$ cat config.mk
export PLATFORM = sky130hd
export DESIGN_NAME = config_bus_arbiter
export DESIGN_NICKNAME = d
export VERILOG_FILES = /design/src/rtl/config_bus_pkg.sv /design/src/rtl/cfg_req_slot.sv /design/src/rtl/config_bus_arbiter.sv
export SDC_FILE = /design/constraint.sdc
export NUM_CORES = 1
export LEC_CHECK = 0
export ABC_CLOCK_PERIOD_IN_PS = 2450
export BUFFER_PORTS_ARGS = -buffer_cell sky130_fd_sc_hd__buf_2
export CAP_MARGIN = 30
export CORE_AREA = 2 2 65 67
export CTS_CLUSTER_SIZE = 25
export DETAILED_ROUTE_END_ITERATION = 10
export DIE_AREA = 0 0 67 69
export GPL_ROUTABILITY_DRIVEN = 0
export HOLD_SLACK_MARGIN = 0.06
export PLACE_DENSITY = 0.85
export SYNTH_ARGS = -nofsm -noshare
export SYNTH_HDL_FRONTEND = slang
export SYNTH_SLANG_ARGS = --single-unit
$ cat constraint.sdc
create_clock -name clk -period 2.45 [get_ports clk]
set_input_delay 0.49 -clock clk [delete_from_list [all_inputs] [get_ports clk]]
set_output_delay 0.49 -clock clk [all_outputs]
set_load 0.1 [all_outputs]
$ cat src/rtl/config_bus_pkg.sv
// Shared types and defaults for the configuration bus arbiter.
package config_bus_pkg;

    // Width of the address and data fields on every port.
    localparam int BUS_W       = 4;

    // Default cycle budget for a downstream ack or read response.
    localparam int TIMEOUT_DEF = 16;

    // Default address bit that marks a read transaction.
    localparam int RD_BIT_DEF  = 3;

    // Arbiter states; the encoding is visible on the state_dbg port.
    typedef enum logic [1:0] {
        ST_IDLE    = 2'd0,
        ST_ISSUE   = 2'd1,
        ST_WAIT_RD = 2'd2
    } state_t;

endpackage

$ cat src/rtl/cfg_req_slot.sv
// One requester slot: rising-edge detect on valid, address/data latch, busy flag.
module cfg_req_slot
    import config_bus_pkg::*;
(
    input  logic             clk,
    input  logic             rst,
    input  logic [BUS_W-1:0] address,
    input  logic [BUS_W-1:0] data,
    input  logic             valid,
    input  logic             clr,
    output logic             busy,
    output logic [BUS_W-1:0] lat_address,
    output logic [BUS_W-1:0] lat_data
);

    logic valid_q;
    logic capture;

    // A new request is taken on a valid rising edge when the slot is free,
    // or is being freed on this very edge (the new request wins the clear).
    assign capture = valid && !valid_q && (!busy || clr);

    // Edge-detect register, request latch and busy flag.
    always_ff @(posedge clk) begin
        if (rst) begin
            valid_q     <= 1'b0;
            busy        <= 1'b0;
            lat_address <= '0;
            lat_data    <= '0;
        end else begin
            valid_q <= valid;
            if (capture) begin
                busy        <= 1'b1;
                lat_address <= address;
                lat_data    <= data;
            end else if (clr) begin
                busy <= 1'b0;
            end
        end
    end

endmodule

$ cat src/rtl/config_bus_arbiter.sv
// Two-requester round-robin arbiter onto a single downstream config bus,
// with write/read completion, read-data return and timeout abort.
//
// Handshake: a requester raises rN_valid (rising edge = new request) and
// waits for a one-cycle rN_ack (success) or rN_err (timeout). Downstream,
// m_valid is held with stable m_address/m_data until m_ack is sampled high;
// reads then wait for an m_data_out_valid strobe carrying m_data_out.
module config_bus_arbiter
    import config_bus_pkg::*;
#(
    parameter int TIMEOUT = TIMEOUT_DEF,
    parameter int RD_BIT  = RD_BIT_DEF
) (
    input  logic             clk,
    input  logic             rst,
    input  logic [BUS_W-1:0] r0_address,
    input  logic [BUS_W-1:0] r0_data,
    input  logic             r0_valid,
    output logic             r0_ack,
    output logic [BUS_W-1:0] r0_data_out,
    output logic             r0_data_out_valid,
    output logic             r0_err,
    output logic             r0_busy,
    input  logic [BUS_W-1:0] r1_address,
    input  logic [BUS_W-1:0] r1_data,
    input  logic             r1_valid,
    output logic             r1_ack,
    output logic [BUS_W-1:0] r1_data_out,
    output logic             r1_data_out_valid,
    output logic             r1_err,
    output logic             r1_busy,
    output logic [BUS_W-1:0] m_address,
    output logic [BUS_W-1:0] m_data,
    output logic             m_valid,
    input  logic             m_ack,
    input  logic [BUS_W-1:0] m_data_out,
    input  logic             m_data_out_valid,
    output logic [1:0]       state_dbg
);

    localparam logic [7:0] CNT_LAST = 8'(TIMEOUT - 1);

    state_t           state, state_nxt;
    logic             grant, grant_nxt;
    logic             last_grant, last_nxt;
    logic [7:0]       cnt, cnt_nxt;
    logic [1:0]       busy, clr, ack_nxt, err_nxt;
    logic             dov_nxt;
    logic [BUS_W-1:0] lat_addr0, lat_addr1, lat_data0, lat_data1;
    logic [BUS_W-1:0] cur_addr, cur_data;
    logic [1:0]       sel;

    cfg_req_slot u_slot0 (
        .clk(clk), .rst(rst), .address(r0_address), .data(r0_data),
        .valid(r0_valid), .clr(clr[0]), .busy(busy[0]),
        .lat_address(lat_addr0), .lat_data(lat_data0)
    );

    cfg_req_slot u_slot1 (
        .clk(clk), .rst(rst), .address(r1_address), .data(r1_data),
        .valid(r1_valid), .clr(clr[1]), .busy(busy[1]),
        .lat_address(lat_addr1), .lat_data(lat_data1)
    );

    assign r0_busy   = busy[0];
    assign r1_busy   = busy[1];
    assign cur_addr  = grant ? lat_addr1 : lat_addr0;
    assign cur_data  = grant ? lat_data1 : lat_data0;
    assign sel       = grant ? 2'b10 : 2'b01;
    assign m_valid   = (state == ST_ISSUE);
    assign m_address = m_valid ? cur_addr : '0;
    assign m_data    = m_valid ? cur_data : '0;
    assign state_dbg = state;

    // Next-state, grant selection, timeout and completion pulses.
    always_comb begin
        state_nxt = state;
        grant_nxt = grant;
        last_nxt  = last_grant;
        cnt_nxt   = cnt + 8'd1;
        clr       = 2'b00;
        ack_nxt   = 2'b00;
        err_nxt   = 2'b00;
        dov_nxt   = 1'b0;
        case (state)
            ST_IDLE: begin
                cnt_nxt = '0;
                if (busy != 2'b00) begin
                    // On a tie the requester not granted last goes first.
                    grant_nxt = (busy == 2'b11) ? !last_grant : busy[1];
                    last_nxt  = grant_nxt;
                    state_nxt = ST_ISSUE;
                end
            end
            ST_ISSUE: begin
                if (m_ack) begin
                    if (cur_addr[RD_BIT]) begin
                        state_nxt = ST_WAIT_RD;
                        cnt_nxt   = '0;
                    end else begin
                        state_nxt = ST_IDLE;
                        clr       = sel;
                        ack_nxt   = sel;
                    end
                end else if (cnt == CNT_LAST) begin
                    state_nxt = ST_IDLE;
                    clr       = sel;
                    err_nxt   = sel;
                end
            end
            ST_WAIT_RD: begin
                // A strobe arriving on the last budget cycle still completes.
                if (m_data_out_valid) begin
                    state_nxt = ST_IDLE;
                    clr       = sel;
                    ack_nxt   = sel;
                    dov_nxt   = 1'b1;
                end else if (cnt == CNT_LAST) begin
                    state_nxt = ST_IDLE;
                    clr       = sel;
                    err_nxt   = sel;
                end
            end
            default: state_nxt = ST_IDLE;
        endcase
    end

    // FSM state register.
    always_ff @(posedge clk) begin
        if (rst) state <= ST_IDLE;
        else     state <= state_nxt;
    end

    // Grant bookkeeping, timeout counter and registered requester outputs.
    always_ff @(posedge clk) begin
        if (rst) begin
            grant             <= 1'b0;
            last_grant        <= 1'b1;
            cnt               <= '0;
            r0_ack            <= 1'b0;
            r1_ack            <= 1'b0;
            r0_err            <= 1'b0;
            r1_err            <= 1'b0;
            r0_data_out_valid <= 1'b0;
            r1_data_out_valid <= 1'b0;
            r0_data_out       <= '0;
            r1_data_out       <= '0;
        end else begin
            grant             <= grant_nxt;
            last_grant        <= last_nxt;
            cnt               <= cnt_nxt;
            r0_ack            <= ack_nxt[0];
            r1_ack            <= ack_nxt[1];
            r0_err            <= err_nxt[0];
            r1_err            <= err_nxt[1];
            r0_data_out_valid <= dov_nxt && !grant;
            r1_data_out_valid <= dov_nxt && grant;
            if (dov_nxt && !grant) r0_data_out <= m_data_out;
            if (dov_nxt && grant)  r1_data_out <= m_data_out;
        end
    end

endmodule

==> results.txt <==
Worst-path clk slew: 0.08 ns
Die H: 69 um
Worst Setup Start Kind: register
setup TNS: 0 ns
Most used DFF post-synth: dfxtp_1
Finished Layout Cells: 307
setup violators final: 0
sequential element share of the synthesized area: 46.2%
Avg Cell Area, Syn: 9.82 um2
final worst path period need: 2.26 ns
register bit total from synthesis: 46
Hold Crit Class: in -> reg
EDFF count, synth: 0
Highest Clock Rate: 442 MHz
Static Leak: 0.00115 uW
gr usage total: 18.9%
final hold violations: 0
CTS Root Cell: clkbuf_8
share of post-route cells with drive strength above 1: 31.9%
pwr dens: 645 nW/um2
largest net degree at the start of global routing: 38
commonest non-fill, non-tap cell in the layout: buf_2
Worst-Skew Late Latency: 0.30 ns
Post-DP HPWL: 2.95 mm
CTS HTree Levels: 2
Worst Path Max Fanout: 9
FFs w/ async S/R, synth: 0%
Peak VDD IR: 0.000379 V
relative slew slack: 55.8%
cts hold-fix bufs: 0
Place WS: 0.256 ns
area grow syn2layout: 23.9%
Die Wd: 67 um
Ant. Diodes: 0
drt wl/cell: 13.1 um
total CTS buffers: 5
number of top-level pins: 53
crit path DAT: 1.77 ns
I/O Buffers: 52
final clock skew: 0.00680 ns
DR DRC count: 0
Mapped Nets: 234
worst-path cell chain: inv_1 -> ha_4 -> clkinv_2 -> nor2_4 -> buf_2
worst endpoint required time: 1.96 ns
DRT Pass-1 Iters: 4
Tightest Pin Transition: 0.663 ns
post-CTS resize count: 0
total number of vias: 1,568
TritonCTS clock tree: done
# Post-CTS Setup Buffers: 0
status: complete, no violations
Post-Syn Instances: 203
Critical Path Max Stage Delay: 0.44 ns
Syn Std Cell Area: 1990 um2
Congestion Overflow GR: 0
CP endpoint kind: output pin
critical path class: reg -> out
commonest cells after routing, fill and taps aside: 51 x buf_2, 44 x nor2_1, 44 x dfxtp_1, 32 x mux2i_1, 8 x nor2_4
# fillers: 357
number of DRC markers in iteration 0: 79
routed vias/inst: 5.11
placed insts: 299
period utilization: 92.4%
unrepaired setup endpoints after global routing: no
antenna violations before repair: 0
max_cap viols: 0
routed wire length: 4.01 mm
Nets: 287
first-pass GRT wire length: 6.84 mm
Longest Clk Path Bufs: 2
die area: 4620 um2
clock sinks: 46
YS warnings: 0
cell row count: 23
post-synthesis cell type count: 42
core area: 3910 um2
DRT antenna net count: 0
vias in the first global route: 1,563
max-slew violation count: 0
Slowest-stage cell, CP: buf_2
Final WS setup: 0.187 ns
Initial Utilization: 51.0%
==> area by class of cell <==
cell class | count | area (um2) | area share (%)
multi-input combinational | 141 | 1050 | 42.6
clock buffer | 7 | 97.6 | 3.95
timing repair buffer | 54 | 290 | 11.7
tap | 50 | 62.6 | 2.53
inverter | 8 | 31.3 | 1.27
clock inverter | 1 | 7.51 | 0.304
sequential | 46 | 928 | 37.6
==> per-layer routing <==
metal / vias to the layer above / track usage, % / routed length, um
met5: - / 0 / 0
met2: 54 / 31.8 / 1920
li1: 790 / - / -
met3: 8 / 4.24 / 246
met4: 0 / 7.03 / 61
met1: 716 / 23.1 / 1790
==> path summary, 6_finish.rpt <==
kind | startpoint | to | slack [ns] | depth (start not counted)
worst max-delay path | state_dbg[1] | m_data[2] | 0.19 | 5
worst min-delay path | r0_address[1] | u_slot0.lat_address[1] | 0.42 | 3
worst min register to register | cnt[0] | cnt[0] | 0.45 | 1
worst max register to register | state_dbg[1] | u_slot1.lat_data[1] | 0.25 | 7
==> critical path: cells and delay by family (launching register included) <==
family	cells	cell delay, ns
buf+inv	3	0.80
fa+ha+maj	1	0.16
flops	1	0.36
simple gates	1	0.15
==> metrics by stage <==
| stage | utilization (%) | power [uW] | area (um2) | hold WS [ns] |
|---|---|---|---|---|
| 3_5_place_dp | 60.5 | 1100 | 2370 | 0.435 |
| 5_1_grt | 63.1 | 1660 | 2470 | 0.423 |
| 4_1_cts | 63.1 | 1610 | 2470 | 0.413 |
| 3_3_place_gp | 60.5 | 1100 | 2370 | 0.426 |
| 2_1_floorplan | - | 1050 | 2080 | 0.413 |
| 6_report | 63.1 | 1590 | 2470 | 0.419 |
==> state kept, by name (all words and copies together), names as in the netlist, 2 cells and up <==
register,count
cnt,8
r0_data_out,4
r1_data_out,4
u_slot0.lat_address,4
u_slot0.lat_data,4
u_slot1.lat_address,4
u_slot1.lat_data,4
state_dbg,2
==> logic make-up after synthesis <==
family	count (synthesis)	share of synthesized area [%]
and+or+nand+nor	76	18.2
AOI/OAI and AO/OA	22	9.16
muxes	32	16.1
xor gates and xnor gates	6	2.63
buffers and inverters	16	4.64
adders and majority gates	5	3.14
DFF	46	46.2
==> report_power, final <==
| part | internal (uW) | switching [uW] | total (uW) |
|---|---|---|---|
| Combinational | 91.1 | 198 | 289 |
| Clock | 263 | 245 | 508 |
| Sequential | 776 | 21.6 | 798 |
| Total | 1130 | 464 | 1590 |
==> Yosys cell counts (all sizes together), types with 2 or more instances <==
| library cell | n | area (um2) |
|---|---|---|
| xnor2 | 4 | 35.0 |
| dfxtp | 46 | 921 |
| nor4b | 2 | 17.5 |
| inv | 7 | 26.3 |
| nor2b | 4 | 25.0 |
| clkbuf | 4 | 25.0 |
| nand3 | 4 | 37.5 |
| buf | 3 | 27.5 |
| a21oi | 6 | 30.0 |
| nand2 | 5 | 18.8 |
| o31ai | 2 | 15.0 |
| and3 | 2 | 12.5 |
| o21ai | 2 | 10.0 |
| xor2 | 2 | 17.5 |
| mux2i | 32 | 320 |
| nor2 | 52 | 195 |
| ha | 5 | 62.6 |
Note: power is estimated with default switching activity, not from simulation.
